**src/rtl/xalu_issue_ctrl.sv**
```systemverilog
// XALU issue controller: registers IU ops toward the XALU, tracks per-thread
// outstanding divides with replay forwarding, and meters divider queue credits.

package xalu_pkg;

   localparam int unsigned NTHREAD      = 32;
   localparam int unsigned NTHREADIDMSB = 4;
   localparam int unsigned TIDW         = NTHREADIDMSB + 1;

   typedef struct packed {
      logic clk;
   } iu_clk_type;

   typedef logic [2:0] mul_ctrl_type;

   localparam mul_ctrl_type c_UMUL   = 3'd0;
   localparam mul_ctrl_type c_SMUL   = 3'd1;
   localparam mul_ctrl_type c_UDIV   = 3'd2;
   localparam mul_ctrl_type c_SDIV   = 3'd3;
   localparam mul_ctrl_type c_SLL    = 3'd4;
   localparam mul_ctrl_type c_SRL    = 3'd5;
   localparam mul_ctrl_type c_SRA    = 3'd6;
   localparam mul_ctrl_type c_MULSCC = 3'd7;

   typedef struct packed {
      logic [TIDW-1:0] tid;
      mul_ctrl_type    mode;
      logic [31:0]     op1;
      logic [31:0]     op2;
   } xalu_ififo_type;

   typedef struct packed {
      logic           valid;
      logic           replay;
      logic           op2zero;
      xalu_ififo_type ififo_data;
      logic [31:0]    y;
   } xalu_dsp_in_type;

endpackage

module xalu_issue_ctrl #(
   parameter int unsigned NTHREAD    = xalu_pkg::NTHREAD,
   parameter int unsigned DIVQ_DEPTH = 16
) (
   input  xalu_pkg::iu_clk_type      gclk,
   input  logic                      rst,
   input  logic                      iu_valid,
   input  logic [((NTHREAD > 1) ? $clog2(NTHREAD) : 1)-1:0] iu_tid,
   input  xalu_pkg::mul_ctrl_type    iu_mode,
   input  logic [31:0]               iu_op1,
   input  logic [31:0]               iu_op2,
   input  logic [31:0]               iu_y,
   input  logic                      new_replay,
   input  logic                      div_done,
   output xalu_pkg::xalu_dsp_in_type xalu_in,
   output logic                      credit_stall,
   output logic [NTHREAD-1:0]        pend_vec,
   output logic                      credit_err
);

   localparam int unsigned TIDW  = (NTHREAD > 1) ? $clog2(NTHREAD) : 1;
   localparam int unsigned PTIDW = xalu_pkg::TIDW;
   localparam int unsigned CW    = $clog2(DIVQ_DEPTH + 1);

   logic clk;
   assign clk = gclk.clk;

   xalu_pkg::xalu_dsp_in_type xalu_q, xalu_d;
   logic [NTHREAD-1:0]        pend_q, pend_d;
   logic [CW-1:0]             cnt_q, cnt_d;
   logic                      stall_q, stall_d;
   logic                      err_q, err_d;
   logic                      sh_valid_q, sh_valid_d;
   logic                      sh_div_q, sh_div_d;
   logic [TIDW-1:0]           sh_tid_q, sh_tid_d;

   logic is_div_c;
   logic op2zero_c;
   logic fwd_c;
   logic replay_c;
   logic new_div_c;
   logic drop_c;
   logic accept_c;
   logic underflow_c;
   logic release_c;

   // Issue decision, pend tracking and credit accounting for the op at the IU boundary
   always_comb begin
      xalu_d      = '0;
      pend_d      = pend_q;
      cnt_d       = cnt_q;
      err_d       = err_q;
      sh_valid_d  = 1'b0;
      sh_div_d    = 1'b0;
      sh_tid_d    = iu_tid;

      is_div_c    = (iu_mode == xalu_pkg::c_UDIV) || (iu_mode == xalu_pkg::c_SDIV);
      op2zero_c   = (iu_op2 == 32'd0);
      // The stage-1 op's replay verdict lands this cycle; the pend bit is still stale
      fwd_c       = sh_valid_q & sh_div_q & (sh_tid_q == iu_tid);
      replay_c    = fwd_c ? new_replay : pend_q[iu_tid];
      new_div_c   = iu_valid & is_div_c & ~replay_c & ~op2zero_c;
      drop_c      = new_div_c & stall_q;
      accept_c    = new_div_c & ~stall_q;
      underflow_c = div_done & (cnt_q == CW'(0));
      release_c   = div_done & ~underflow_c;

      xalu_d.valid           = iu_valid & ~drop_c;
      xalu_d.replay          = replay_c;
      xalu_d.op2zero         = op2zero_c;
      xalu_d.ififo_data.tid  = PTIDW'(iu_tid);
      xalu_d.ififo_data.mode = iu_mode;
      xalu_d.ififo_data.op1  = iu_op1;
      xalu_d.ififo_data.op2  = iu_op2;
      xalu_d.y               = iu_y;

      if (sh_valid_q && sh_div_q) begin
         pend_d[sh_tid_q] = new_replay;
      end

      case ({accept_c, release_c})
         2'b10:   cnt_d = cnt_q + CW'(1);
         2'b01:   cnt_d = cnt_q - CW'(1);
         default: cnt_d = cnt_q;
      endcase

      err_d      = err_q | drop_c | underflow_c;
      stall_d    = (cnt_d == CW'(DIVQ_DEPTH));

      sh_valid_d = xalu_d.valid;
      sh_div_d   = is_div_c;
   end

   always_ff @(posedge clk) begin
      if (rst) begin
         xalu_q     <= '0;
         pend_q     <= '0;
         cnt_q      <= '0;
         stall_q    <= 1'b0;
         err_q      <= 1'b0;
         sh_valid_q <= 1'b0;
         sh_div_q   <= 1'b0;
         sh_tid_q   <= '0;
      end else begin
         xalu_q     <= xalu_d;
         pend_q     <= pend_d;
         cnt_q      <= cnt_d;
         stall_q    <= stall_d;
         err_q      <= err_d;
         sh_valid_q <= sh_valid_d;
         sh_div_q   <= sh_div_d;
         sh_tid_q   <= sh_tid_d;
      end
   end

   assign xalu_in      = xalu_q;
   assign credit_stall = stall_q;
   assign pend_vec     = pend_q;
   assign credit_err   = err_q;

endmodule
```
**config.mk**
```make
export PLATFORM = sky130hd
export DESIGN_NAME = xalu_issue_ctrl
export DESIGN_NICKNAME = d
export VERILOG_FILES = /design/src/rtl/xalu_issue_ctrl.sv
export SDC_FILE = /design/constraint.sdc
export NUM_CORES = 1
export LEC_CHECK = 0
export ABC_AREA = 0
export CELL_PAD_IN_SITES_DETAIL_PLACEMENT = 0
export CELL_PAD_IN_SITES_GLOBAL_PLACEMENT = 1
export CORE_UTILIZATION = 30
export CTS_BUF_LIST = sky130_fd_sc_hd__clkbuf_2 sky130_fd_sc_hd__clkbuf_4 sky130_fd_sc_hd__clkbuf_8
export DETAILED_ROUTE_END_ITERATION = 7
export PLACE_DENSITY_LB_ADDON = 0.1
export SYNTH_ARGS = -nofsm -noshare
export SYNTH_HDL_FRONTEND = slang
export SYNTH_SLANG_ARGS = --single-unit
```
**constraint.sdc**
```tcl
create_clock -name gclk -period 4.6 [get_ports gclk]
set_input_delay 0.92 -clock gclk [delete_from_list [all_inputs] [get_ports gclk]]
set_output_delay 0.92 -clock gclk [all_outputs]
set_load 0.02 [all_outputs]
```
==> results_dict.tcl <==
set metrics [dict create \
    hold_path.class "reg -> reg" \
    critPathMaxStageDelay_ns 0.55 \
    setup_viol 0 \
    overflow 0 \
    vias_per_cell 4.53 \
    grt_max_degree 92 \
    layout-drive-gt1-share_pct 5.35 \
    max_freq_ghz 0.240 \
    cts.sinks 147 \
    worstMarginPinSlew_ns 0.934 \
    yosys_most_used_dff "dfxtp_1" \
    cts_resized 0 \
    syn_area_um2 5190 \
    avgSynthCellArea_um2 9.73 \
    power_uw 2960 \
    skew_ns 0.00834 \
    critPathCaptureType "flip-flop" \
    synthTopCellsByArea "dfxtp_1, nor2b_1, mux2i_1" \
    critPathLaunchType "input pin" \
    arrival_ns 4.56 \
    clkSlewWorstSetupHoldPaths_ns 0.08 \
    crit_top_cell "and3_1" \
    cts_setup_buffers 0 \
    drt_pass1_iterations 6 \
    design.core.area_um2 16800 \
    die_area_um2 17800 \
    htreeDepth 4 \
    synth.most_common_cell "dfxtp_1" \
    dpl.cell_count 974 \
    slowest_stage "or4_4" \
    crit_type "in -> reg" \
    drv_cap 0 \
    fin_crit_sh_pct 90.7 \
    drt-total-wl_mm 16.9 \
    ys_async_sr_fraction_pct 0 \
    crit_path_max_fanout 4 \
    synth_seq_cells 147 \
    synthTopCellsByCount "dfxtp_1, nor2b_1, nand2_1" \
    rows 47 \
    start_util_pct 31.0 \
    antenna_left 0 \
    seqCellArea_um2 2940 \
    hold_viol_final 0 \
    die_w_um 134 \
    io_pins 250 \
    antenna_found_initial 1 \
    leakagePower_uw 0.00304 \
    max-slew-margin-rel_pct 37.7 \
    grt_pass1_vias 4617 \
    clk_latency_ns 0.44 \
    reg2reg_slack_ns 1.13 \
    whs_ns 0.475 \
    rsz0062_at_grt "no" \
    multi_input_area_um2 2090 \
    route.detailed.drc 0 \
    syn_inst 533 \
    grt_pass1_wl_mm 25.8 \
    routed-via-count 4554 \
    layout.cells.non_filler 1005 \
    n_fill_cell 1568 \
    fin_area_um2 8290 \
    yosys_warnings 0 \
    min_period_ns 4.17 \
    die_h_um 134 \
    ir_drop_mv 0.228 \
    synthToLayoutAreaGrowth_pct 59.8 \
    root_buffer "clkbuf_8" \
    nets 887 \
    track_usage_pct 19.3 \
    num_antenna_cells 0 \
    synth_edf_count 0 \
    drt-initial-drc-count 182 \
    crit_required_ns 4.98 \
    hold_buffers 0 \
    dp_hpwl_mm 12.8 \
    dpl_cell_area_um2 7870 \
    yosysUniqueCellTypes 40 \
    synth_area_leader_cell "dfxtp_1" \
    synth_fp_nets 647 \
    wl_per_cell_um 16.8 \
    numCtsBuffers 17 \
    status "finished clean" \
    cts_tree "yes" \
    power_density_nw_per_um2 357 \
    clockBufferDepth 2 \
    path_cells "clkdlybuf4s50_1, nor4_1, nand2_1, or4_4, and3_4, nand3b_1, ha_1, inv_1, fa_1, nor2b_1, o21ai_1, and3_1, or4_1, a21oi_1, and3_1" \
    io_buffers 249 \
    yosysSeqAreaShare_pct 56.7 \
    gp_congestion 0.808 \
    maxSlewViolCount 0 \
    synth_top_area_share_pct 56.7 \
]
==> critical path: cells and delay by family <==
family	cells	cell delay (ns)
buffers and inverters	2	0.53
AND/OR/NAND/NOR	9	2.20
AO/OA/AOI/OAI	2	0.27
adder cells (fa/ha/maj)	2	0.64
==> state kept, by name (all words and copies together), names as in the netlist <==
| signal | cells |
|---|---|
| cnt_q | 5 |
| credit_err | 1 |
| credit_stall | 1 |
| pend_vec | 32 |
| sh_div_q | 1 |
| sh_tid_q | 5 |
| sh_valid_q | 1 |
| xalu_in | 101 |
==> cell families after synthesis <==
group	synth area share [%]
buffers and inverters	2.94
XOR/XNOR	1.35
AND/OR/NAND/NOR	27.1
multiplexers	5.21
flip-flops	56.7
AO/OA/AOI/OAI	5.35
adder cells (fa/ha/maj)	1.35
==> routing by layer <==
layer	part of all wire, %	GRT usage, %	up-vias
li1	-	-	2224
met1	39	21.2	2108
met2	50	33.0	205
met3	9.6	8.79	15
met4	1.3	6.19	2
met5	0.077	0	-
==> layout by cell type, fill, tap and decap left out, drive strengths merged, types with 2 or more instances in the layout <==
cell type and n:
a22oi 4, or3 2, xnor2 4, nor4 8, a21oi 32, dfxtp 147
nor2b 110, nand2 52, buf 6, and3 3, nand4 2, nand2b 3
clkinv 3, nor2 38, or4 2, nand3 19, nor3 4, bufinv 3
mux2i 27, nor3b 3, nand3b 4, xor2 4, clkbuf 23, ha 4
inv 5, o21ai 10, and2 3, clkdlybuf4s50 248, o31ai 2
==> path summary, 6_finish.rpt <==
path,end,cells after the start,start
max,credit_stall$_SDFF_PP0_,15,iu_op2[25]
min,pend_vec[19]$_SDFFE_PP0P_,2,pend_vec[19]$_SDFFE_PP0P_
max reg2reg,credit_stall$_SDFF_PP0_,14,sh_tid_q[3]$_SDFF_PP0_
min reg2reg,pend_vec[19]$_SDFFE_PP0P_,2,pend_vec[19]$_SDFFE_PP0P_
==> through the flow <==
step                TNS (ns)  setup slack (ns)  util [%]
floorplan                  0             0.773         -
global placement           0            0.0969      46.9
detailed placement   -0.0130           -0.0130      46.9
CTS                        0             0.459      49.5
global route               0             0.239      49.5
finish                     0             0.426      49.5
==> report_power, final <==
part           internal (uW)  switching [uW]  leakage, uW
registers               1340            35.6      0.00121
clock network            596             478     0.000217
logic                    265             251      0.00161
total                   2200             764      0.00304
==> area by class of cell <==
class / instances / area share [%]
sequential: 147 / 35.5
timing repair buffer: 254 / 30.6
multi-input combinational: 349 / 25.3
clock buffer: 23 / 3.59
tap: 220 / 3.32
clock inverter: 8 / 1.51
inverter: 4 / 0.181
Note: power is estimated with default switching activity, not from simulation.
